$ cat src/rtl/pong_gfx_pkg.sv
// Shared graphics definitions for the pong datapath: screen geometry, palette,
// rectangle command format and the plotter state encoding.
package pong_gfx_pkg;

    localparam int SCREEN_W = 160;
    localparam int SCREEN_H = 120;
    localparam int XW       = 8;
    localparam int YW       = 7;
    localparam int CW       = 3;

    localparam logic [CW-1:0] COL_BLACK = 3'b000;
    localparam logic [CW-1:0] COL_BG    = 3'b101;
    localparam logic [CW-1:0] COL_BLUE  = 3'b001;
    localparam logic [CW-1:0] COL_RED   = 3'b100;
    localparam logic [CW-1:0] COL_GREEN = 3'b010;

    typedef enum logic {
        ST_IDLE,
        ST_FILL
    } plot_state_e;

    typedef struct packed {
        logic [XW-1:0] x;
        logic [YW-1:0] y;
        logic [XW-1:0] w;
        logic [YW-1:0] h;
        logic [CW-1:0] colour;
    } rect_cmd_t;

    localparam int CMD_W = $bits(rect_cmd_t);

endpackage

$ cat src/rtl/rect_cmd_fifo.sv
// 4-entry synchronous command queue feeding rect_plotter; only built when
// RECT_PLOTTER_CMD_FIFO_EN is defined.
`ifdef RECT_PLOTTER_CMD_FIFO_EN
module rect_cmd_fifo
    import pong_gfx_pkg::*;
(
    input  logic             clk,
    input  logic             rst,
    input  logic             push_i,
    input  logic [CMD_W-1:0] cmd_i,
    input  logic             pop_i,
    output logic [CMD_W-1:0] cmd_o,
    output logic             full_o,
    output logic             empty_o
);

    localparam int DEPTH = 4;

    logic [CMD_W-1:0] mem_q [DEPTH];
    logic [1:0]       wr_ptr_q, wr_ptr_d, rd_ptr_q, rd_ptr_d;
    logic [2:0]       count_q, count_d;
    logic             push_ok, pop_ok;

    assign full_o  = (count_q == 3'(DEPTH));
    assign empty_o = (count_q == 3'd0);
    assign push_ok = push_i && !full_o;
    assign pop_ok  = pop_i && !empty_o;
    assign cmd_o   = mem_q[rd_ptr_q];

    always_comb begin
        wr_ptr_d = wr_ptr_q + 2'(push_ok);
        rd_ptr_d = rd_ptr_q + 2'(pop_ok);
        count_d  = count_q + 3'(push_ok) - 3'(pop_ok);
    end

    always_ff @(posedge clk) begin
        if (!rst) begin
            wr_ptr_q <= '0;
            rd_ptr_q <= '0;
            count_q  <= '0;
        end else begin
            wr_ptr_q <= wr_ptr_d;
            rd_ptr_q <= rd_ptr_d;
            count_q  <= count_d;
        end
    end

    // NOTE: storage is left unreset; count_q gates every read, so stale entries are never seen.
    always_ff @(posedge clk) begin
        if (push_ok) begin
            mem_q[wr_ptr_q] <= cmd_i;
        end
    end

endmodule
`endif

$ cat src/rtl/rect_plotter.sv
// Rectangle-fill engine: one clipped pixel write per cycle, row-major.
// Define RECT_PLOTTER_CMD_FIFO_EN to queue commands and stream them gap-free.
module rect_plotter
    import pong_gfx_pkg::*;
(
    input  logic          clk,
    input  logic          rst,
    input  logic          cmd_valid,
    output logic          cmd_ready,
    input  logic [XW-1:0] cmd_x,
    input  logic [YW-1:0] cmd_y,
    input  logic [XW-1:0] cmd_w,
    input  logic [YW-1:0] cmd_h,
    input  logic [CW-1:0] cmd_colour,
    output logic [XW-1:0] plot_x,
    output logic [YW-1:0] plot_y,
    output logic [CW-1:0] plot_colour,
    output logic          plot,
    output logic          busy,
    output logic          done
);

    localparam logic [XW:0] X_LIM = (XW+1)'(SCREEN_W);
    localparam logic [YW:0] Y_LIM = (YW+1)'(SCREEN_H);

    plot_state_e   state_q, state_d;
    logic [XW-1:0] x_q, x_d, x_start_q, x_start_d, x_last_q, x_last_d;
    logic [YW-1:0] y_q, y_d, y_last_q, y_last_d;
    logic [CW-1:0] colour_q, colour_d;
    logic          plot_q, plot_d, done_q, done_d;

    rect_cmd_t     in_cmd, src_cmd;
    logic          load, last_px, degenerate;
    logic [XW:0]   x_sum, x_end;
    logic [YW:0]   y_sum, y_end;
    logic [XW-1:0] x_last_w;
    logic [YW-1:0] y_last_w;

    assign in_cmd  = {cmd_x, cmd_y, cmd_w, cmd_h, cmd_colour};
    assign last_px = (state_q == ST_FILL) && done_q;

`ifdef RECT_PLOTTER_CMD_FIFO_EN
    logic fifo_full, fifo_empty;

    rect_cmd_fifo u_fifo (
        .clk     (clk),
        .rst     (rst),
        .push_i  (cmd_valid && cmd_ready),
        .cmd_i   (in_cmd),
        .pop_i   (load),
        .cmd_o   (src_cmd),
        .full_o  (fifo_full),
        .empty_o (fifo_empty)
    );

    // Popping on the last-pixel cycle lets the next command start with no gap.
    assign cmd_ready = rst && !fifo_full;
    assign load      = rst && !fifo_empty && ((state_q == ST_IDLE) || last_px);
    assign busy      = !fifo_empty || (state_q == ST_FILL);
`else
    assign src_cmd   = in_cmd;
    assign cmd_ready = rst && (state_q == ST_IDLE);
    assign load      = cmd_valid && cmd_ready;
    assign busy      = (state_q == ST_FILL);
`endif

    // Sums are one bit wider than the operands so large commands clip instead of wrapping.
    assign x_sum      = {1'b0, src_cmd.x} + {1'b0, src_cmd.w};
    assign y_sum      = {1'b0, src_cmd.y} + {1'b0, src_cmd.h};
    assign x_end      = (x_sum > X_LIM) ? X_LIM : x_sum;
    assign y_end      = (y_sum > Y_LIM) ? Y_LIM : y_sum;
    assign x_last_w   = XW'(x_end - 1'b1);
    assign y_last_w   = YW'(y_end - 1'b1);
    assign degenerate = (src_cmd.w == '0) || (src_cmd.h == '0) ||
                        ({1'b0, src_cmd.x} >= X_LIM) || ({1'b0, src_cmd.y} >= Y_LIM);

    always_comb begin
        // NOTE: every _d is defaulted first so no path through this block infers a latch.
        state_d   = state_q;
        x_d       = x_q;
        y_d       = y_q;
        x_start_d = x_start_q;
        x_last_d  = x_last_q;
        y_last_d  = y_last_q;
        colour_d  = colour_q;
        plot_d    = 1'b0;
        done_d    = 1'b0;

        if ((state_q == ST_FILL) && !done_q) begin
            plot_d = 1'b1;
            if (x_q == x_last_q) begin
                x_d = x_start_q;
                y_d = y_q + 1'b1;
            end else begin
                x_d = x_q + 1'b1;
            end
            done_d = (x_d == x_last_q) && (y_d == y_last_q);
        end else if (last_px) begin
            state_d = ST_IDLE;
        end

        if (load) begin
            if (degenerate) begin
                state_d = ST_IDLE;
                plot_d  = 1'b0;
                done_d  = 1'b1;
            end else begin
                state_d   = ST_FILL;
                x_d       = src_cmd.x;
                y_d       = src_cmd.y;
                x_start_d = src_cmd.x;
                x_last_d  = x_last_w;
                y_last_d  = y_last_w;
                colour_d  = src_cmd.colour;
                plot_d    = 1'b1;
                done_d    = (src_cmd.x == x_last_w) && (src_cmd.y == y_last_w);
            end
        end
    end

    // NOTE: sequential state uses <= so every register samples pre-edge values.
    always_ff @(posedge clk) begin
        if (!rst) begin
            state_q   <= ST_IDLE;
            x_q       <= '0;
            y_q       <= '0;
            x_start_q <= '0;
            x_last_q  <= '0;
            y_last_q  <= '0;
            colour_q  <= '0;
            plot_q    <= 1'b0;
            done_q    <= 1'b0;
        end else begin
            state_q   <= state_d;
            x_q       <= x_d;
            y_q       <= y_d;
            x_start_q <= x_start_d;
            x_last_q  <= x_last_d;
            y_last_q  <= y_last_d;
            colour_q  <= colour_d;
            plot_q    <= plot_d;
            done_q    <= done_d;
        end
    end

    assign plot_x      = x_q;
    assign plot_y      = y_q;
    assign plot_colour = colour_q;
    assign plot        = plot_q;
    assign done        = done_q;

endmodule

$ cat config.mk
export PLATFORM = sky130hd
export DESIGN_NAME = rect_plotter
export DESIGN_NICKNAME = d
export VERILOG_FILES = /design/src/rtl/pong_gfx_pkg.sv /design/src/rtl/rect_cmd_fifo.sv /design/src/rtl/rect_plotter.sv
export SDC_FILE = /design/constraint.sdc
export NUM_CORES = 1
export LEC_CHECK = 0
export ABC_CLOCK_PERIOD_IN_PS = 3500
export BUFFER_PORTS_ARGS = -buffer_cell sky130_fd_sc_hd__clkbuf_2
export CAP_MARGIN = 25
export CORE_UTILIZATION = 52
export CTS_BUF_LIST = sky130_fd_sc_hd__clkbuf_8
export DETAILED_ROUTE_END_ITERATION = 8
export MAX_ROUTING_LAYER = met4
export PLACE_DENSITY = 0.77
export SLEW_MARGIN = 20
export SYNTH_ARGS = -nofsm -noshare
export SYNTH_HDL_FRONTEND = slang
export SYNTH_SLANG_ARGS = --single-unit
$ cat constraint.sdc
create_clock -name clk -period 3.5 [get_ports clk]
set_clock_uncertainty 0.15 [all_clocks]
set_input_delay 0.175 -clock clk [delete_from_list [all_inputs] [get_ports clk]]
set_output_delay 0.175 -clock clk [all_outputs]
set_load 0.02 [all_outputs]
==> flow_summary.yaml, run 1 <==
floorplan:
  design.portCount: 58
  die_h_microns: 87.7
  start_util_pct: 55.0
  num_rows: 30
  core_sq_um: 6940
  dieArea_sq_um: 7690
  dieWidth_microns: 87.7
worst_setup_path:
  start_kind: "input port"
  cp_num_buf_inv: 3
  max_stage_delay_ps: 420
  crit_required_ps: 3580
  cp_slowest_cell: "or4_1"
  cpLargestDelayFamily: "compound AO/OA/AOI/OAI gates"
  path_cells: "buf_6 -> ha_4 -> inv_2 -> fa_2 -> xnor2_2 -> or3b_4 -> and3_4 -> nand4_1 -> o21a_1 -> nand2b_1 -> ha_2 -> inv_1 -> a211o_1 -> xnor2_2 -> or4_1 -> mux2i_1 -> a21oi_1 -> a211oi_2 -> a41oi_2 -> a211oi_2"
  cp_max_fo: 3
  end_kind: "register"
  r2r_start: "plot_x[3]$_SDFF_PN0_"
  worstRegToRegCells: 10
  timing.rr.end: "done$_SDFF_PN0_"
  critPathKind: "input port to register"
  rrSetupSlack_ps: 220
  crit_arrival_ps: 3590
cts:
  cts-root-buf: "clkbuf_8"
  cts_tree: "yes"
  cts-buffers-inserted: 5
  ctsHtreeMaxLevel: 2
  clockBufferDepth: 2
  clkLatencyLatePin_ps: 310
  clkTransAtPathRegs_ps: 90
  cts.sinks: 44
hold_path:
  worstHoldStart: "cmd_x[7]"
  whs_path_depth: 3
  hp-class: "input port to register"
  min_to: "x_start_q[7]$_SDFFE_PN0P_"
global_route:
  grt_antenna_before_repair: 0
  globalRouteTotalUtil_pct: 30.6
  grt_pass1_vias: 3939
  grt_pass1_wl_microns: 18000
  grt_overflow_total: 0
  grt_max_degree: 45
synthesis:
  synth_edf_count: 0
  async_flop_share_pct: 0
  synthDistinctLibCells: 67
  synth_flop_cell: "dfxtp_1"
  ys_warn_count: 0
  synth.avg_cell_area_sq_um: 7.87
  synth_seq_cells: 44
  syn_area_sq_um: 3820
  synthCells: 485
  seq_area_frac_synth_pct: 23.1
  synthesis.nets: 542
placement:
  gp_congestion: 0.916
  dp_cells: 686
  io_buffers: 57
  dp_hpwl_microns: 8590
power_and_ir_drop:
  power.density_nw_per_um2: 368
  leakage_nw: 2.18
  ir_drop_v: 0.000142
sta:
  tightestPinTransition_ps: 825
  rsz0062_at_grt: "true"
  relSlewSlack_pct: 44.8
  clock.fmax_mhz: 285
  setup_slack_ps: -7.35
  whs_ps: 125
  hold_violations: 0
  timing.final.max_slew_violations: 0
  finalCritPeriodShare_pct: 100
  setup_viol: 1
  layout_min_cycle_time_ps: 3510
detailed_routing:
  first_pass_iters: 5
  routedWlPerCell_microns: 15.7
  drtIter0Drc: 256
  drt-total-wl_microns: 11000
  vias_per_cell: 5.82
  vias: 4071
  antenna_left: 0
  remaining_drc_errors: 0
cells_and_area:
  layout.cells.non_filler: 699
  layout-drive-gt1-share_pct: 28.4
  num_antenna_cells: 0
  syn_to_final_growth_pct: 28.5
  multi_input_area_sq_um: 2890
  seq_area_sq_um: 881
  n_fill_cell: 565
  layout.nets: 659
run_status:
  status: "finished with violations"
  failed_checks: "negative setup slack"
run:
  cap_violations: 0
-- cell type report --
cell class | count | share of cell area [%]
clock inverter | 2 | 0.230
sequential | 44 | 18.0
timing repair buffer | 130 | 17.4
tap | 96 | 2.45
inverter | 18 | 1.38
clock buffer | 6 | 1.68
multi-input combinational | 403 | 58.9
-- metal layers --
metal,up-vias,wire [microns],track usage (%)
met5,-,0,-
met4,0,245,10.9
met3,23,478,2.64
met2,123,5370,52.6
met1,1925,4900,37.6
li1,2000,-,-
-- worst reg2reg max path, stage by stage, from the launching register on --
cell and delay (ps):
dfxtp_1 460, xor2_1 120, nor4_2 410, nand2_2 100
nor2_1 290, xnor2_1 220, o311ai_1 160, or4_1 490
nor4_1 410, o2bb2ai_1 170, a211oi_2 220
-- Yosys cell counts (all sizes together), types with 3 or more instances --
library cell / n / area [sq um]
or4: 3 / 22.5
o211a: 7 / 70.1
o22ai: 3 / 18.8
a21o: 8 / 60.1
a2111oi: 3 / 27.5
a31oi: 6 / 37.5
nor2: 35 / 131
mux2i: 10 / 100
ha: 19 / 238
o221ai: 3 / 26.3
nand2b: 9 / 56.3
xnor2: 24 / 210
or3: 3 / 18.8
o211ai: 8 / 60.1
dfxtp: 44 / 881
nor3b: 5 / 37.5
o21ai: 19 / 95.1
nand3: 19 / 95.1
a211o: 3 / 26.3
or2: 5 / 31.3
xor2: 24 / 210
clkbuf: 17 / 63.8
nand2: 53 / 201
nor3: 12 / 60.1
a21boi: 21 / 158
nand4: 5 / 31.3
buf: 3 / 21.3
nor4: 8 / 68.8
or3b: 3 / 26.3
o2111ai: 3 / 26.3
a211oi: 8 / 80.1
nor2b: 8 / 50.1
and2: 6 / 40.0
and3: 6 / 37.5
a21oi: 23 / 123
nand3b: 6 / 45.0
a311oi: 3 / 26.3
inv: 18 / 67.6
-- power breakdown --
part           leakage (nW)  internal (W)  switching [W]
clock network        0.0486      0.000158       0.000175
logic                  1.78      0.000415       0.000479
registers             0.359      0.000533      0.0000446
-- metrics by stage --
stage | TNS (ps) | utilization (%) | cell area (sq um) | worst slack [ps] | total power [W]
floorplan | -151 | - | 3880 | -151 | 0.00114
global placement | -219 | 67.9 | 4710 | -219 | 0.00141
detailed placement | -486 | 67.9 | 4710 | -368 | 0.00144
CTS | 0 | 69.9 | 4850 | 14.5 | 0.00177
global route | -164 | 70.6 | 4910 | -164 | 0.00190
finish | -7.35 | 70.6 | 4910 | -7.35 | 0.00180
-- repair_timing --
| action | in CTS | in global routing |
|---|---|---|
| hold endpoints to repair | 3 | 0 |
| gates resized for setup | 3 | 13 |
| pin swaps | 1 | 6 |
| hold buffers | 3 | 0 |
| cloned | 0 | 0 |
| setup buffers | 0 | 2 |
| endpoints found under the setup margin | 1 | 2 |
-- worst max-delay path by stage --
stage | from | to | slack [ps] | cells past startpoint
floorplan | cmd_y[0] | done$_SDFF_PN0_ | -150 | 19
global placement | cmd_y[0] | done$_SDFF_PN0_ | -220 | 19
detailed placement | cmd_y[0] | done$_SDFF_PN0_ | -370 | 19
CTS | cmd_y[0] | done$_SDFF_PN0_ | 10 | 20
global route | cmd_y[0] | done$_SDFF_PN0_ | -160 | 19
finish | cmd_y[0] | done$_SDFF_PN0_ | -7 | 20
-- layout by cell type, fill, tap and decap left out, drive strengths merged, types with 9 or more instances in the layout --
master,count
nand3,19
clkbuf,61
xor2,24
xnor2,24
nor3,12
inv,19
buf,72
mux2i,10
dfxtp,44
nand2b,9
ha,19
a21boi,21
nor2,35
nand2,53
o21ai,19
a21oi,23
-- sequential cells by signal (all words and copies together), names as in the netlist --
signal,flops
plot_y,7
plot_colour,3
y_last_q,7
done,1
x_start_q,8
plot_x,8
x_last_q,8
plot,1
busy,1
-- cells by family after synthesis --
group / synth area share [%]
xor+xnor: 11.6
compound gates: 25.4
flops: 23.1
mux: 2.92
fa+ha+maj: 7.27
simple gates: 25.7
buf+inv: 4.00
Note: power is estimated with default switching activity, not from simulation.
==> inputs of run 2 (changes only) <==
Settings changed: GPL_TIMING_DRIVEN set to 0, TNS_END_PERCENT set to 20.
==> run 2 against run 1 <==
Effect of this change:
- the flow still finishes with violations (negative setup slack)
- clock-buffer cell count shrank 1
- fmax shrank 8.8%
- critical endpoint unchanged
- final cell count shrank 5.9%
- global-route usage shrank 1.7 points
- die area is the same
- critical path depth grew 1
==> flow_summary.yaml, run 2 (synthesized netlist as in run 1, its figures left out) <==
run_status:
  status: "finished with violations"
  failed_checks: "negative setup slack"
floorplan:
  num_rows: 30
  dieWidth_microns: 87.7
  die_h_microns: 87.7
  design.portCount: 58
  core_sq_um: 6940
  dieArea_sq_um: 7690
  start_util_pct: 55.0
cts:
  clkLatencyLatePin_ps: 310
  cts.sinks: 44
  cts-root-buf: "clkbuf_8"
  ctsHtreeMaxLevel: 2
  cts-buffers-inserted: 5
  cts_tree: "yes"
  clockBufferDepth: 2
  clkTransAtPathRegs_ps: 80
detailed_routing:
  antenna_left: 0
  first_pass_iters: 4
  vias: 3950
  remaining_drc_errors: 0
  vias_per_cell: 6.00
  drt-total-wl_microns: 10500
  routedWlPerCell_microns: 16.0
  drtIter0Drc: 276
sta:
  finalCritPeriodShare_pct: 110
  clock.fmax_mhz: 260
  timing.final.max_slew_violations: 0
  layout_min_cycle_time_ps: 3850
  setup_viol: 1
  hold_violations: 0
  tightestPinTransition_ps: 741
  setup_slack_ps: -346
  relSlewSlack_pct: 50.5
  rsz0062_at_grt: "true"
cells_and_area:
  layout.nets: 618
  seq_area_sq_um: 881
  n_fill_cell: 594
  final_cell_mix: "clkbuf_2 (54), nand2_1 (51), dfxtp_1 (44)"
  layout-drive-gt1-share_pct: 21.7
  final_common_cell: "clkbuf_2"
  num_antenna_cells: 0
  multi_input_area_sq_um: 2980
  syn_to_final_growth_pct: 21.9
worst_setup_path:
  r2r_start: "plot_x[0]$_SDFF_PN0_"
  end_kind: "register"
  cp_max_fo: 5
  start_kind: "input port"
  critical_path.startpoint: "cmd_y[0]"
  critPathKind: "input port to register"
  crit_arrival_ps: 3920
  crit_required_ps: 3580
hold_path:
  hp-class: "input port to register"
  worstHoldStart: "cmd_x[0]"
run:
  cap_violations: 0
power_and_ir_drop:
  power.density_nw_per_um2: 384
  p_total_w: 0.00179
  ir_drop_v: 0.000170
  leakage_nw: 1.95
global_route:
  grt_max_degree: 14
  grt_pass1_wl_microns: 16800
  grt_antenna_before_repair: 0
  globalRouteTotalUtil_pct: 28.9
  grt_pass1_vias: 3589
  grt_overflow_total: 0
placement:
  dp_hpwl_microns: 8100
  gp_congestion: 0.925
  io_buffers: 56
  pre_cts_slack_ps: -769
==> run 2: cell types whose count changed in the layout (fill, tap and decap cells not counted), sizes merged <==
cell	delta
buf	-57
clkinv	+1
bufinv	+1
clkbuf	+15
clkinvlp	-1
==> run 2: worst max-delay path, stage by stage <==
cell	delay, ps
buf_8	90
ha_4	140
inv_2	40
fa_2	380
nand2b_4	190
a21oi_4	210
xor2_4	160
nand4_1	130
o21a_2	250
nand2_1	90
ha_2	190
inv_2	40
a211o_1	270
buf_6	140
xnor2_4	140
or4_1	430
mux2i_1	180
a21oi_1	90
a211oi_2	290
a41oi_2	150
a211oi_2	150
==> run 2: final timing paths <==
check                           endpoint  slack, ps  cells past startpoint
max                      done$_SDFF_PN0_       -350                     21
min            x_start_q[0]$_SDFFE_PN0P_         20                      3
max reg2reg              done$_SDFF_PN0_        200                     11
min reg2reg  plot_colour[0]$_SDFFE_PN0P_        310                      2
==> run 2: timing repair <==
| action | in CTS | in global routing |
|---|---|---|
| gates resized for setup | 17 | 13 |
| hold buffers | 3 | 0 |
| endpoints found under the setup margin | 2 | 2 |
| pin swaps | 13 | 13 |
| setup buffers | 8 | 2 |
| hold endpoints to repair | 3 | 0 |
==> run 2: where the power goes <==
part	leakage [nW]	switching (W)	internal, W
clock	0.0593	0.000171	0.000209
combinational	1.53	0.000472	0.000365
sequential	0.359	0.0000389	0.000533
==> run 2: metrics by stage <==
stage | hold slack, ps | instance area [sq um] | std cells | utilization (%) | TNS, ps
after floorplan | 170 | 3880 | 485 | - | -151
after global placement | 260 | 4280 | 637 | 61.6 | -933
after detailed placement | 275 | 4280 | 637 | 61.6 | -1110
after CTS | 17.3 | 4580 | 656 | 65.9 | -342
after global routing | 33.6 | 4650 | 658 | 67.0 | -460
final | 24.2 | 4650 | 658 | 67.0 | -346
==> run 2: area by class of cell <==
class                           count  area share [%]
Tap cell                           96            2.58
Buffer                             20            1.83
Inverter                           18            1.45
Sequential cell                    44            18.9
Clock inverter                      3           0.833
Clock buffer                        5            1.48
Timing Repair Buffer               69            8.79
Multi-Input combinational cell    403            64.1
==> run 2: metal layers <==
metal | global-route usage (%) | part of all wire, % | vias to the layer above
met5 | - | 0 | -
met4 | 9.24 | 1.9 | 0
met3 | 3.02 | 5.3 | 15
met2 | 48.4 | 48 | 136
met1 | 36.6 | 44 | 1856
li1 | - | - | 1943
